**src/rtl/mmcm_phase_ctrl_pkg.sv**
```systemverilog
// Shared definitions for the MMCM fine phase shift controller.
package mmcm_phase_ctrl_pkg;

  typedef enum logic [1:0] {
    ST_IDLE  = 2'd0,
    ST_ISSUE = 2'd1,
    ST_WAIT  = 2'd2
  } ps_state_e;

  // One fine step is 1/(56*Fvco).
  localparam int unsigned FINE_STEPS_PER_VCO = 56;

endpackage

```
**src/rtl/mmcm_phase_ctrl.sv**
```systemverilog
// Closed-loop driver for the MMCM dynamic phase shift port: steps psen/psincdec
// one fine step at a time until the (clamped) target phase is reached.
module mmcm_phase_ctrl
  import mmcm_phase_ctrl_pkg::*;
#(
  parameter int unsigned PHASE_WIDTH    = 8,
  parameter int          PHASE_MIN      = -128,
  parameter int          PHASE_MAX      = 127,
  parameter int unsigned PSDONE_TIMEOUT = 31
) (
  input  logic                          clk,
  input  logic                          rst_n,
  input  logic                          locked,
  input  logic                          cmd_valid,
  output logic                          cmd_ready,
  input  logic                          cmd_rel,
  input  logic signed [PHASE_WIDTH-1:0] cmd_phase,
  output logic                          psen,
  output logic                          psincdec,
  input  logic                          psdone,
  output logic signed [PHASE_WIDTH-1:0] cur_phase,
  output logic                          busy,
  output logic                          err_timeout
);

  localparam int unsigned SUM_W = PHASE_WIDTH + 1;
  localparam int unsigned TMO_W = 8;
  localparam logic signed [SUM_W-1:0] MIN_S = SUM_W'(PHASE_MIN);
  localparam logic signed [SUM_W-1:0] MAX_S = SUM_W'(PHASE_MAX);

  ps_state_e                    state_q, state_d;
  logic signed [PHASE_WIDTH-1:0] target_q, target_d;
  logic signed [PHASE_WIDTH-1:0] cur_q, cur_d;
  logic                         busy_q, busy_d;
  logic                         err_q, err_d;
  logic                         psen_q, psen_d;
  logic                         incdec_q, incdec_d;
  logic [TMO_W-1:0]             tmo_q, tmo_d;

  logic signed [SUM_W-1:0]       cur_ext, cmd_ext, sum_c;
  logic signed [PHASE_WIDTH-1:0] target_c;

  assign cmd_ready   = (state_q == ST_IDLE) && locked && !err_q;
  assign psen        = psen_q;
  assign psincdec    = incdec_q;
  assign cur_phase   = cur_q;
  assign busy        = busy_q;
  assign err_timeout = err_q;

  // Widen by one bit so a relative sum cannot wrap before clamping.
  always_comb begin : target_calc
    cur_ext = {cur_q[PHASE_WIDTH-1], cur_q};
    cmd_ext = {cmd_phase[PHASE_WIDTH-1], cmd_phase};
    sum_c   = cmd_rel ? (cur_ext + cmd_ext) : cmd_ext;
    if (sum_c < MIN_S) begin
      target_c = PHASE_WIDTH'(MIN_S);
    end else if (sum_c > MAX_S) begin
      target_c = PHASE_WIDTH'(MAX_S);
    end else begin
      target_c = PHASE_WIDTH'(sum_c);
    end
  end

  always_comb begin : next_state
    state_d  = state_q;
    target_d = target_q;
    cur_d    = cur_q;
    busy_d   = busy_q;
    err_d    = err_q;
    psen_d   = 1'b0;
    incdec_d = incdec_q;
    tmo_d    = tmo_q;
    if (!locked) begin
      // Lock loss wipes phase state, even over a coincident psdone.
      state_d  = ST_IDLE;
      target_d = '0;
      cur_d    = '0;
      busy_d   = 1'b0;
      err_d    = 1'b0;
      incdec_d = 1'b0;
      tmo_d    = '0;
    end else begin
      case (state_q)
        ST_IDLE: begin
          busy_d = 1'b0;
          if (cmd_valid && cmd_ready) begin
            target_d = target_c;
            busy_d   = 1'b1;
            if (target_c != cur_q) state_d = ST_ISSUE;
          end
        end
        ST_ISSUE: begin
          psen_d   = 1'b1;
          incdec_d = (target_q > cur_q);
          tmo_d    = TMO_W'(PSDONE_TIMEOUT);
          state_d  = ST_WAIT;
        end
        ST_WAIT: begin
          if (psdone) begin
            cur_d = incdec_q ? (cur_q + PHASE_WIDTH'(1)) : (cur_q - PHASE_WIDTH'(1));
            if (cur_d == target_q) begin
              state_d = ST_IDLE;
              busy_d  = 1'b0;
            end else begin
              state_d = ST_ISSUE;
            end
          end else begin
            tmo_d = tmo_q - TMO_W'(1);
            if (tmo_q <= TMO_W'(1)) begin
              err_d   = 1'b1;
              busy_d  = 1'b0;
              state_d = ST_IDLE;
            end
          end
        end
        default: begin
          state_d = ST_IDLE;
          busy_d  = 1'b0;
        end
      endcase
    end
  end

  always_ff @(posedge clk or negedge rst_n) begin : state_reg
    if (!rst_n) begin
      state_q  <= ST_IDLE;
      target_q <= '0;
      cur_q    <= '0;
      busy_q   <= 1'b0;
      err_q    <= 1'b0;
      psen_q   <= 1'b0;
      incdec_q <= 1'b0;
      tmo_q    <= '0;
    end else begin
      state_q  <= state_d;
      target_q <= target_d;
      cur_q    <= cur_d;
      busy_q   <= busy_d;
      err_q    <= err_d;
      psen_q   <= psen_d;
      incdec_q <= incdec_d;
      tmo_q    <= tmo_d;
    end
  end

endmodule
```
**config.mk**
```make
export PLATFORM = sky130hd
export DESIGN_NAME = mmcm_phase_ctrl
export DESIGN_NICKNAME = d
export VERILOG_FILES = /design/src/rtl/mmcm_phase_ctrl_pkg.sv /design/src/rtl/mmcm_phase_ctrl.sv
export SDC_FILE = /design/constraint.sdc
export NUM_CORES = 1
export LEC_CHECK = 0
export CORE_MARGIN = 10
export CORE_UTILIZATION = 50
export CTS_BUF_LIST = sky130_fd_sc_hd__clkbuf_4
export DETAILED_ROUTE_END_ITERATION = 7
export GPL_TIMING_DRIVEN = 1
export PLACE_DENSITY_LB_ADDON = 0.3
export SYNTH_ARGS = -nofsm -noshare
export SYNTH_HDL_FRONTEND = slang
export SYNTH_SLANG_ARGS = --single-unit
```
**constraint.sdc**
```tcl
create_clock -name clk -period 2.7 [get_ports clk]
set_input_delay 0.54 -clock clk [delete_from_list [all_inputs] [get_ports clk]]
set_output_delay 0.54 -clock clk [all_outputs]
set_load 0.05 [all_outputs]
```
### After elaboration in Yosys (flattened, before gate mapping)

Index checks and enable logic that the tools add are counted.

* add/sub/neg operators: 4
* $lt $le $gt $ge: 4
* equal/unequal tests: 18
* mux-type cells: 34
* reductions and logical operators: 11

Operators with widths (number)
* 8-bit two-way mux: 11
* 8-bit case mux with 2 select lines: 1
* 1-bit two-way mux: 14
* 2-bit by 1-bit != test with 1-bit output, second input constant: 6
* 2-bit two-way mux: 5
* 8-bit by 8-bit adder with 9-bit output: 1
* 9-bit by 8-bit greater-than comparator with 1-bit output, second input constant: 1
* 9-bit by 8-bit less-than comparator with 1-bit output, second input constant: 1
* 9-bit two-way mux: 1
* 3-bit AND reduction: 3
* 8-bit by 2-bit adder with 8-bit output, second input constant: 1
* 8-bit == test: 1
* 8-bit greater-than comparator: 1
* 8-bit by 1-bit less-or-equal comparator with 1-bit output, second input constant: 1
* 4-bit != test, second input constant: 2
* 8-bit != test: 1
* 8-bit by 1-bit subtractor with 8-bit output, second input constant: 1
* 8-bit by 2-bit subtractor with 8-bit output, second input constant: 1
* 3-bit by 2-bit != test with 1-bit output, second input constant: 2
* 2-bit case mux with 3 select lines: 1
* 2-bit AND reduction: 3
* 2-bit != test, second input constant: 2
* 1-bit logical AND: 3
* 3-bit by 1-bit != test with 1-bit output, second input constant: 1
* other kinds (6): 6

* flip-flop bits (word level): 30
* bits of input ports: 14
* output and inout bits: 13
* word-level logic and storage cells: 79

### Depth between registers and ports, before layout

* word-level depth: 10
* gate-level depth with buffers: 12
* depth with buffers taken out: 11

### Worst setup path before layout

No wires, ideal clock.

* kind: register to register
* start: reg cur_q[0], in the netlist cur_phase[0]
* end: reg state_q[0]
* setup time: 0.086 ns
* arrival time: 2.897 ns
* data required time: 2.614 ns
* path slack: -0.283 ns
* stages on the path, launching flop included: 12
* buffers on the path: 0
* clock period less this slack: 2.983 ns
* path through: dfrtp_1 -> ha_1 -> inv_1 -> fa_1 -> nor2b_1 -> o31a_2 -> o21ai_1 -> mux2_2 -> a311o_2 -> nand3_1 -> o21ai_0 -> a32oi_1

* word-level cells in the longest chain between the ends: 8
* elaborated cells between the ends (all ways): 17
* those cells by class: add/sub (3); order compare (2); eq/ne (3); mux (8); reduce/logical (1)

RTL lines
* start, declared: line mmcm_phase_ctrl.sv:33 `logic signed [PHASE_WIDTH-1:0] cur_q, cur_d;`
* start signal, assigned: line mmcm_phase_ctrl.sv:137 `cur_q <= cur_d;`
* 8-bit by 8-bit adder with 9-bit output: line mmcm_phase_ctrl.sv:54 `sum_c = cmd_rel ? (cur_ext + cmd_ext) : cmd_ext;`
* 9-bit two-way mux: line mmcm_phase_ctrl.sv:54
* 9-bit by 8-bit greater-than comparator with 1-bit output: line mmcm_phase_ctrl.sv:57 `end else if (sum_c > MAX_S) begin`
* 8-bit two-way mux: line mmcm_phase_ctrl.sv:57
* 8-bit two-way mux: line mmcm_phase_ctrl.sv:55 `if (sum_c < MIN_S) begin`
* 8-bit != test: line mmcm_phase_ctrl.sv:89 `if (target_c != cur_q) state_d = ST_ISSUE;`
* 3-bit by 2-bit != test with 1-bit output (no source line)
* 3-bit AND reduction (no source line)
* end signal, assigned: line mmcm_phase_ctrl.sv:135 `state_q <= state_d;`
* end, declared: line mmcm_phase_ctrl.sv:31 `ps_state_e state_q, state_d;`

Several ways; a longest one is shown, not always the timed one.
A chain may end at the register's enable or synchronous reset.

### Worst setup path after layout

* start: in cmd_phase[0]
* end: reg state_q[0]

* word-level cells in the longest chain between the ends: 8
* elaborated cells between the ends (all ways): 9
* those cells by class: add/sub (1); order compare (2); eq/ne (2); mux (3); reduce/logical (1)

RTL lines
* start, declared: line mmcm_phase_ctrl.sv:17 `input logic signed [PHASE_WIDTH-1:0] cmd_phase,`
* 8-bit by 8-bit adder with 9-bit output: line mmcm_phase_ctrl.sv:54
* 9-bit two-way mux *: line mmcm_phase_ctrl.sv:54
* 9-bit by 8-bit greater-than comparator with 1-bit output: line mmcm_phase_ctrl.sv:57
* 8-bit two-way mux: line mmcm_phase_ctrl.sv:57
* 8-bit two-way mux *: line mmcm_phase_ctrl.sv:55
* 8-bit != test *: line mmcm_phase_ctrl.sv:89
* 3-bit by 2-bit != test with 1-bit output (no source line) *
* 3-bit AND reduction (no source line) *

Mark *: on every way between the ends. The rest lies on a longest branch, timed or not.

==> run metrics <==
initial detailed-routing violation count ~270; first-pass GRT wire length roughly 13 mm; Initial Util 0.516; syn nets 352; post-synth top area cell dfrtp_1; met3 routed WL 477 um; CP peak stage delay around 360 ps; PD cells around 420 mW/mm^2; Root Driver clkbuf_4; post-layout min period 2680 ps; final setup vio count 0; Final Cycle Share 0.991; # IOs 27; Core Area 0.00511 sq mm; cells on worst reg2reg path 9; # diodes 0; Adder-Cell Fraction of Synth Area 0.129; largest family of logic cells by synthesized area compound AO/OA/AOI/OAI gates; fin util 0.704; XOR/XNOR share of the synthesized area 0.0598; uppermost layer routed met4; Row Count 26; crit path capture type register; Setup WS post-layout 23.3 ps; outcome complete, no violations; Die X 92.6 um; Via density around 6; fin nets about 430; DR WL/cell 18.2 um; Worst-path clk slew 110 ps; Hold Violations, Final 0; Relative slew margins 0.641; Placed Cells 445; RSZ-0062 raised after global routing true; total grt overflow 0; DRC 0; setup tns final 0 ps; Compound-Gate Fraction of Synth Area 0.274; Startpoint Class input port; Worst Path Required 2950 ps; LEAKAGE 1.53 nW; initial antenna violation count 0; max-capacitance violation count 0; clk_lat worst skew 340 ps; slowest CP cell fa_2; crit path DAT 2920 ps; largest cells by area after synthesis dfrtp_1, ha_1, o21ai_0; mean cell area of the mapped netlist 8.45 sq um; Hold WS 517 ps; Crit path max-delay family compound AO/OA/AOI/OAI gates; Final HPWL DP 6.11 mm; met2 wire length 4.05 mm; global placer's final weighted congestion 0.919; filler instances 414; number of global-route vias before repair 2,836; number of distinct library cells after synthesis 57; proportion of layout cells with a drive suffix above 1 0.262; PortBufs 26; number of synthesized flops with an enable pin 0; Max FO, Critical Path 4; Yosys reg bits 30; maximum buffer depth of the clock tree 2; GR Util All Layers 0.193; crit path buf inv count 2; die height between 90 and 100 um; pre-CTS WS -697 ps; Max Clk Rate 374 MHz; Seq/Total Area, Yosys 0.285; die area 0.00857 sq mm; Final Max Tran Viols 0; cts hold-fix bufs 0; mux cell area share after synthesis 0.0157; Async SR Flop Fraction 1.00; CTS tree yes; TritonCTS Buffers 5; TritonRoute pass-1 iters 4; Max Clock Skew 14.9 ps; Post-Syn Area around 0.0026 sq mm; Simple-Gate Fraction of Synth Area 0.188; Max IR drop VDD around 0.00022 V; instance count on the critical path 12; Layout Cells excl Fill around 460; Met1 Routed Length approximately 3.4 mm; Crit Path Class in -> reg; WL final 8.30 mm; TritonCTS Sinks 30; cells along the critical path dlygate4sd2_1 -> ha_4 -> inv_1 -> fa_2 -> nor2b_4 -> o31a_2 -> o21ai_4 -> mux2_4 -> a31oi_4 -> mux2i_2 -> o31ai_2 -> a32oi_1; Synth top area share 0.285; area grow syn2layout 36.5%; commonest non-fill, non-tap cells in the layout buf_4, o21ai_0, dfrtp_1; Syn. warnings 0; Main synth FF type dfrtp_1; pin count of the biggest net entering global routing 31; hold path depth 1; CTS H-Tree Depth 2; vias post-DR 2,718; most common cell after layout, fill and taps aside buf_4; Final ANT Viol Nets 0; hold crit path type reg -> reg; Syn Inst Count 312; worst-margin pin slew ~520 ps
-- report_power, final --
group	leakage (nW)	total [W]	switching, W	internal [W]
sequential	0.398	0.000529	0.0000414	0.000487
clock	0.0286	0.000268	0.000171	0.0000967
combinational	1.10	0.000701	0.000382	0.000319
total	1.53	0.00150	0.000595	0.000902
-- Yosys cell counts (all sizes together) (4+ instances only) --
library cell	count
nor2	25
inv	18
dfrtp	30
nor3	10
nor2b	10
a21oi	16
a211oi	4
a31oi	4
o22ai	4
ha	24
nand2	21
o21ai	35
and2	6
o21a	8
xnor2	15
o31ai	9
clkbuf	8
nand2b	4
nand3	10
a21boi	5
-- area by class of cell --
class	count	area [sq um]	share of cell area
tap	70	87.6	0.0243
sequential	30	756	0.210
timing repair buffer	75	627	0.174
clock inverter	3	16.3	0.00452
multi-input combinational	255	2010	0.558
inverter	18	67.6	0.0188
clock buffer	5	37.5	0.0104
-- logic make-up (layout without fill, tap and decap cells) --
group / count (synthesis) / after routing
compound gates: 108 / 108
simple gates: 99 / 99
flops: 30 / 30
buf+inv: 27 / 101
fa+ha+maj: 26 / 26
xor+xnor: 18 / 18
mux: 4 / 4
-- sequential cells by signal, summed over array words and instances (netlist names) --
name,cells
psen,1
tmo_q,8
err_timeout,1
psincdec,1
busy,1
target_q,8
cur_phase,8
state_q,2
-- path summary, 6_finish.rpt --
path	start	end	slack, ps
setup / recovery	cmd_phase[0]	state_q[0]$_DFFE_PN0P_	20
hold / removal	tmo_q[6]$_DFFE_PN0P_	tmo_q[6]$_DFFE_PN0P_	520
setup reg to reg	cur_phase[2]$_DFFE_PN0P_	state_q[0]$_DFFE_PN0P_	30
hold reg to reg	tmo_q[6]$_DFFE_PN0P_	tmo_q[6]$_DFFE_PN0P_	520
max in group asynchronous	rst_n	cur_phase[0]$_DFFE_PN0P_	1810
min in group asynchronous	rst_n	psincdec$_DFFE_PN0P_	580
-- layer usage --
layer  vias up  global-route usage
li1       1287                   -
met1      1291               0.218
met2       109               0.333
met3        31              0.0404
met4         0               0.104
met5         -                   0
-- through the flow --
stage / instance area (sq um) / total power, W
floorplan: 2650 / 0.000946
global placement: 3290 / 0.00115
detailed placement: 3290 / 0.00117
CTS: 3510 / 0.00147
global route: 3600 / 0.00158
finish: 3600 / 0.00150
-- worst register-to-register path: stages (launching register included) --
cell and delay, ps:
dfrtp_2 490, ha_4 320, o211ai_2 120, o21a_2 260, o21ai_4 220, mux2_4 370, a31oi_4 240, mux2i_2 260
o31ai_2 100, a32oi_1 210
-- repair_timing --
action | CTS | global route
setup buffers | 2 | 1
endpoints found under the setup margin | 6 | 4
endpoints found under the hold margin | 0 | 0
cloned | 1 | 0
pin swaps | 13 | 8
resized for setup | 34 | 18
(Power assumes the default switching activity.)
